==> src/rtl/acc_requant.sv <==
// Requantizes mac accumulator results (24b int or 31b fp) into the 16b activation format.
// Two-stage pipeline: S1 holds the accepted beat with its rounding add, S2 shifts/clamps/packs.
module acc_requant #(
  parameter int SAT_W = 16
) (
  input  logic             clk,
  input  logic             rst,
  input  logic [1:0]       mode,
  input  logic             in_valid,
  output logic             in_ready,
  input  logic [23:0]      in_intr,
  input  logic [30:0]      in_fpr,
  input  logic [4:0]       in_shift,
  input  logic             in_last,
  output logic             out_valid,
  input  logic             out_ready,
  output logic [15:0]      out_value,
  output logic             out_last,
  input  logic             sat_clr,
  output logic [SAT_W-1:0] sat_cnt
);

  typedef enum logic {PK_EMPTY = 1'b0, PK_HALF = 1'b1} pk_state_t;

  localparam logic [SAT_W-1:0] SAT_MAX = {SAT_W{1'b1}};
  localparam logic [SAT_W-1:0] SAT_ONE = {{(SAT_W-1){1'b0}}, 1'b1};

  // Returns {clamped, byte}: ReLU below zero, clamp above 255.
  function automatic logic [8:0] int_requant(input logic signed [25:0] sum, input logic [4:0] shift);
    logic signed [25:0] r;
    r = sum >>> shift;
    if (r < 26'sd0) begin
      int_requant = 9'h000;
    end else if (r > 26'sd255) begin
      int_requant = {1'b1, 8'hFF};
    end else begin
      int_requant = {1'b0, r[7:0]};
    end
  endfunction

  // Returns {saturated, word}; mantissa rounds half up and may carry into the exponent.
  function automatic logic [16:0] fp_requant(input logic [4:0] e, input logic [25:0] m);
    logic [12:0] man;
    logic [5:0]  e_inc;
    man   = {1'b0, m[23:12]} + {12'h000, m[11]};
    e_inc = {1'b0, e} + 6'd1;
    if (m[25] || (m == 26'd0)) begin
      fp_requant = 17'h00000;
    end else if (e > 5'd15) begin
      fp_requant = {1'b1, 16'hFFFF};
    end else if (man[12]) begin
      if (e_inc > 6'd15) begin
        fp_requant = {1'b1, 16'hFFFF};
      end else begin
        fp_requant = {1'b0, e_inc[3:0], 12'h000};
      end
    end else begin
      fp_requant = {1'b0, e[3:0], man[11:0]};
    end
  endfunction

  logic               s1_valid_r, s1_fp_r, s1_last_r;
  logic signed [25:0] s1_sum_r;
  logic [4:0]         s1_shift_r, s1_e_r;
  logic [25:0]        s1_m_r;
  pk_state_t          pk_state_r, pk_next_s;
  logic [7:0]         lo_r, lo_next_s;
  logic               out_valid_r, out_last_r;
  logic [15:0]        out_value_r;
  logic [SAT_W-1:0]   sat_cnt_r;

  logic        s1_adv_s, load_s, word_last_s, sat_inc_s, out_free_s, accept_s;
  logic [15:0] word_s;
  logic [8:0]  int_res_s;
  logic [16:0] fp_res_s;
  logic [25:0] round_s, sum_s;

  assign out_free_s = !out_valid_r || out_ready;
  assign in_ready   = !s1_valid_r || s1_adv_s;
  assign accept_s   = in_valid && in_ready;
  assign round_s    = (in_shift == 5'd0) ? 26'd0 : (26'd1 << (in_shift - 5'd1));
  assign sum_s      = {{2{in_intr[23]}}, in_intr} + round_s;
  assign int_res_s  = int_requant(s1_sum_r, s1_shift_r);
  assign fp_res_s   = fp_requant(s1_e_r, s1_m_r);

  assign out_valid = out_valid_r;
  assign out_value = out_value_r;
  assign out_last  = out_last_r;
  assign sat_cnt   = sat_cnt_r;

  // Packer next-state and S2 load decision; an fp beat behind a half word waits one cycle.
  always_comb begin
    s1_adv_s    = 1'b0;
    load_s      = 1'b0;
    word_s      = 16'h0000;
    word_last_s = 1'b0;
    pk_next_s   = pk_state_r;
    lo_next_s   = lo_r;
    sat_inc_s   = 1'b0;
    if (s1_valid_r) begin
      case ({s1_fp_r, pk_state_r == PK_HALF})
        2'b00: begin
          if (!s1_last_r) begin
            s1_adv_s  = 1'b1;
            pk_next_s = PK_HALF;
            lo_next_s = int_res_s[7:0];
            sat_inc_s = int_res_s[8];
          end else if (out_free_s) begin
            s1_adv_s    = 1'b1;
            load_s      = 1'b1;
            word_s      = {8'h00, int_res_s[7:0]};
            word_last_s = 1'b1;
            sat_inc_s   = int_res_s[8];
          end else begin
            s1_adv_s = 1'b0;
          end
        end
        2'b01: begin
          if (out_free_s) begin
            s1_adv_s    = 1'b1;
            load_s      = 1'b1;
            word_s      = {int_res_s[7:0], lo_r};
            word_last_s = s1_last_r;
            pk_next_s   = PK_EMPTY;
            sat_inc_s   = int_res_s[8];
          end else begin
            s1_adv_s = 1'b0;
          end
        end
        2'b10: begin
          if (out_free_s) begin
            s1_adv_s    = 1'b1;
            load_s      = 1'b1;
            word_s      = fp_res_s[15:0];
            word_last_s = s1_last_r;
            sat_inc_s   = fp_res_s[16];
          end else begin
            s1_adv_s = 1'b0;
          end
        end
        2'b11: begin
          if (out_free_s) begin
            load_s    = 1'b1;
            word_s    = {8'h00, lo_r};
            pk_next_s = PK_EMPTY;
          end else begin
            load_s = 1'b0;
          end
        end
        default: begin
          s1_adv_s = 1'b0;
        end
      endcase
    end else begin
      s1_adv_s = 1'b0;
    end
  end

  // S1: capture the accepted beat and pre-add the rounding constant.
  always_ff @(posedge clk or posedge rst) begin
    if (rst) begin
      s1_valid_r <= 1'b0;
      s1_fp_r    <= 1'b0;
      s1_last_r  <= 1'b0;
      s1_sum_r   <= 26'sd0;
      s1_shift_r <= 5'd0;
      s1_e_r     <= 5'd0;
      s1_m_r     <= 26'd0;
    end else if (accept_s) begin
      s1_valid_r <= 1'b1;
      s1_fp_r    <= (mode == 2'b00);
      s1_last_r  <= in_last;
      s1_sum_r   <= sum_s;
      s1_shift_r <= in_shift;
      s1_e_r     <= in_fpr[30:26];
      s1_m_r     <= in_fpr[25:0];
    end else if (s1_adv_s) begin
      s1_valid_r <= 1'b0;
    end
  end

  // Packer state and the held low byte.
  always_ff @(posedge clk or posedge rst) begin
    if (rst) begin
      pk_state_r <= PK_EMPTY;
      lo_r       <= 8'h00;
    end else begin
      pk_state_r <= pk_next_s;
      lo_r       <= lo_next_s;
    end
  end

  // S2 output register; the word holds until the downstream takes it.
  always_ff @(posedge clk or posedge rst) begin
    if (rst) begin
      out_valid_r <= 1'b0;
      out_value_r <= 16'h0000;
      out_last_r  <= 1'b0;
    end else if (load_s) begin
      out_valid_r <= 1'b1;
      out_value_r <= word_s;
      out_last_r  <= word_last_s;
    end else if (out_ready) begin
      out_valid_r <= 1'b0;
    end
  end

  // Saturation event counter; clear beats a same-cycle increment.
  always_ff @(posedge clk or posedge rst) begin
    if (rst) begin
      sat_cnt_r <= {SAT_W{1'b0}};
    end else if (sat_clr) begin
      sat_cnt_r <= {SAT_W{1'b0}};
    end else if (sat_inc_s && (sat_cnt_r != SAT_MAX)) begin
      sat_cnt_r <= sat_cnt_r + SAT_ONE;
    end
  end

endmodule

==> config.mk <==
export PLATFORM = sky130hd
export DESIGN_NAME = acc_requant
export DESIGN_NICKNAME = d
export VERILOG_FILES = /design/src/rtl/acc_requant.sv
export SDC_FILE = /design/constraint.sdc
export NUM_CORES = 1
export LEC_CHECK = 0
export CORE_ASPECT_RATIO = 1.5
export CORE_MARGIN = 5
export CORE_UTILIZATION = 36
export CTS_CLUSTER_SIZE = 24
export DETAILED_ROUTE_END_ITERATION = 12
export GPL_TIMING_DRIVEN = 1
export PLACE_DENSITY = 0.53
export SLEW_MARGIN = 20
export SYNTH_ARGS = -nofsm -noshare
export SYNTH_HDL_FRONTEND = slang
export SYNTH_SLANG_ARGS = --single-unit
==> constraint.sdc <==
create_clock -name clk -period 3.6 [get_ports clk]
set_input_delay 0.36 -clock clk [delete_from_list [all_inputs] [get_ports clk]]
set_output_delay 0.36 -clock clk [all_outputs]
set_load 0.02 [all_outputs]
==> run_results.csv <==
group,metric,value,unit
clocking,htreeDepth,3,
global_route,globalRouteTotalUtil,18.23,%
setup_path,path_max_fanout,5,
floorplan,start_util,36.46,%
floorplan,ioPinCount,103,
timing,grt_setup_unrepaired,"false",
timing,fin_ws,0.3409,ns
pwr,total_power,7795,uW
detailed_routing,wl_per_cell,16.92,um
clocking,tritoncts,"yes",
pwr,leakage,0.004358,uW
cells_and_area,area_growth,21.46,%
clocking,insertion_delay,0.37,ns
setup_path,rrSetupSlack,0.38,ns
placement,io_buffer_count,102,
placement,pre_cts_ws,-0.03992,ns
floorplan,die_w,134.8,um
placement,dp.cells,1409,
clocking,cts_buffers,9,
pwr,powerDensity,763.4,nW/um^2
synth,syn_inst,1009,
synth,avgSynthCellArea,8.332,sq um
cells_and_area,antenna_cells,0,
setup_path,cp_slowest_cell,"clkdlybuf4s50_1",
timing,period_share,90.53,%
clocking,cts_buffer_depth,2,
setup_path,timing.rr.start,"s1_shift_r[1]$_DFFE_PP0P_",
setup_path,slowest_delay,0.46,ns
placement,place.gp.congestion,0.8696,
global_route,grt-ovfl-total,0,
detailed_routing,dr.pass1.iters,5,
setup_path,path_delay_family,"compound AO/OA/AOI/OAI gates",
pwr,ir_drop,0.3372,mV
setup_path,cp-start-kind,"input pin",
setup_path,cp-end-kind,"flip-flop",
placement,dp_hpwl,18.77,mm
global_route,grt_pass1_vias,7457,
setup_path,crit_chain,"clkdlybuf4s50_1, buf_4, nor2_1, nand2_1, nor2_1, ha_1, nor2b_1, o31a_1, o311a_1, a31oi_1, o21bai_1, a21o_1, a2111o_1, o211ai_1",
timing,tightestPinTransition,1.018,ns
synth,ys_types,74,
cells_and_area,finalNetCount,1209,
floorplan,fp.coreArea,23060,sq um
timing,finalCriticalPeriod,3.259,ns
job,maxCapViolCount,0,
clocking,cts_sinks,108,
synth,async_flop_share,100.0,%
setup_path,critPathKind,"in2reg",
timing,hold_viol_final,0,
synth,yosysSeqAreaShare,32.15,%
cells_and_area,drive_above_1_share,11.53,%
global_route,antenna_found_initial,0,
outcome,status,"finished, final reports clean",
timing,relSlewSlack,31.95,%
synth,synth_area,8407,sq um
setup_path,path_buf_inv,2,
clocking,cts_hold_repair.buffers,0,
detailed_routing,vias,7657,
clocking,root_buffer,"clkbuf_16",
clocking,cts_setup_buffers,0,
cells_and_area,stdcell_count,1425,
timing,clock_skew,0.01330,ns
timing,fmax,306.8,MHz
floorplan,rows,68,
detailed_routing,drc,0,
timing,holdWs,0.4541,ns
setup_path,crit_arrival,3.55,ns
setup_path,ff2ff_path_depth,9,
cells_and_area,final_core_util,44.29,%
synth,synth_nets,1113,
cells_and_area,num-fill-cells,2336,
synth,ys_ff_latch,108,
synth,yosys_warnings,0,
detailed_routing,wl,24.11,mm
detailed_routing,drt_iter0_drc,413,
hold_path,holdCritPathClass,"in2async",
global_route,grt_pass1_wl,39.36,mm
clocking,cts.clk_slew.worst_paths,0.07,ns
synth,synth_ff_type,"dfrtp_1",
setup_path,crit_top_cell,"nor2_1",
setup_path,required,3.89,ns
synth,synth_edf_count,0,
floorplan,dieArea,26570,sq um
timing,setup_violations,0,
global_route,grt_max_degree,90,
timing,drv_slew,0,
setup_path,rr_endpoint,"sat_cnt[7]$_DFFE_PP0P_",
detailed_routing,viasPerCell,5.373,
detailed_routing,ant_nets,0,
floorplan,fp.dieH,197.2,um
clocking,cts_resized,0,
[layout by cell type, fill, tap and decap left out, types with 9 or more instances in the layout]
cell type	n
a2111oi_0	9
mux2_2	14
nand3_1	25
mux4_2	15
nand4_1	11
ha_1	35
nor2_1	93
a21oi_1	72
inv_1	21
a211oi_1	20
a21o_1	11
o21ai_0	66
nand2b_1	16
xnor2_1	11
clkdlybuf4s50_1	102
nor2b_1	28
nor3_1	18
dfrtp_1	107
buf_4	40
xor2_1	17
clkbuf_16	9
mux2_4	9
or2_2	11
a22oi_1	9
mux2i_1	25
nand2_1	178
[layout make-up]
cell class	count	area, sq um	area share [%]
Clock buffer	10	229.0	2.242
Tap cell	315	394.1	3.860
Multi-Input combinational cell	818	5326	52.16
Timing Repair Buffer	146	1401	13.72
Clock inverter	6	71.32	0.6984
Inverter	22	85.08	0.8332
Sequential cell	108	2704	26.48
[worst max path at each step]
stage	slack, ns	cells after the start	to	start
after floorplan	0.39	1	lo_r[0]$_DFFE_PP0P_	rst
after global placement	-0.01	12	s1_sum_r[18]$_DFFE_PP0P_	in_shift[2]
after detailed placement	-0.04	14	s1_sum_r[18]$_DFFE_PP0P_	in_shift[3]
after CTS	0.34	14	s1_sum_r[18]$_DFFE_PP0P_	in_shift[3]
after global routing	0.17	14	s1_sum_r[22]$_DFFE_PP0P_	in_shift[3]
final	0.34	14	s1_sum_r[18]$_DFFE_PP0P_	in_shift[3]
[synthesized netlist by cell type, types with 9 or more instances]
| cell type | n | area [sq um] |
|---|---|---|
| a21oi_1 | 72 | 360.4 |
| mux2_4 | 9 | 135.1 |
| nand3_1 | 25 | 125.1 |
| a22oi_1 | 9 | 67.56 |
| nand2_1 | 179 | 671.9 |
| mux4_2 | 15 | 337.8 |
| ha_1 | 35 | 437.9 |
| a21o_1 | 11 | 82.58 |
| nand2b_1 | 16 | 100.1 |
| dfrtp_1 | 108 | 2703 |
| mux2_2 | 14 | 157.7 |
| o21ai_0 | 66 | 330.3 |
| buf_1 | 9 | 33.78 |
| nor3_1 | 18 | 90.09 |
| a2111oi_0 | 9 | 78.83 |
| clkbuf_1 | 35 | 131.4 |
| mux2i_1 | 25 | 250.2 |
| a211oi_1 | 20 | 150.1 |
| nor2_1 | 93 | 349.1 |
| xor2_1 | 17 | 148.9 |
| inv_1 | 22 | 82.58 |
| nand4_1 | 11 | 68.82 |
| xnor2_1 | 11 | 96.34 |
| nor2b_1 | 28 | 175.2 |
| or2_2 | 11 | 68.82 |
[power breakdown]
part	internal, uW	total, uW	switching (uW)
Clock	548	1040	489
Combinational	1900	4280	2380
Sequential	1720	2480	762
[worst reg2reg max path, cell delays in order, from the launching register on]
cell       delay (ns)
dfrtp_2          0.74
mux2i_1          0.51
mux2_2           0.24
a21oi_1          0.07
or4_4            0.53
o22a_4           0.22
o2111ai_2        0.15
buf_4            0.23
a211oi_2         0.10
mux2_4           0.31
[registers in the layout (all words and copies together), names as in the netlist]
signal      cells
out_last        1
s1_sum_r       26
s1_shift_r      5
lo_r            8
out_valid       1
s1_e_r          5
s1_fp_r         1
s1_m_r         26
s1_last_r       1
out_value      16
s1_valid_r      1
pk_state_r      1
sat_cnt        16
[routing by layer]
metal / share of wire, % / global-route usage [%] / vias up
met4: 2.6 / 6.377 / 0
met2: 52 / 32.49 / 141
li1: - / - / 3813
met1: 42 / 22.63 / 3675
met5: 0 / 0 / -
met3: 3.1 / 2.192 / 28
[cell families (layout without fill, tap and decap cells)]
family                   count (synthesis)  count (layout)  synth area share [%]
AND/OR/NAND/NOR                        434             434                 24.16
AO/OA/AOI/OAI                          255             255                 19.71
flip-flops                             108             108                 32.15
buffers and inverters                   83             184                 4.524
multiplexers                            65              65                 11.10
adder cells (fa/ha/maj)                 36              36                 5.447
XOR/XNOR                                28              28                 2.917
[through the flow]
stage                     setup TNS [ns]  instance area (sq um)
final                                  0                  10210
after global placement          -0.01090                   9911
after global routing                   0                  10210
after CTS                              0                  10210
after detailed placement        -0.03992                   9911
after floorplan                        0                   8407
No activity file was read; power rests on OpenSTA's default activity.
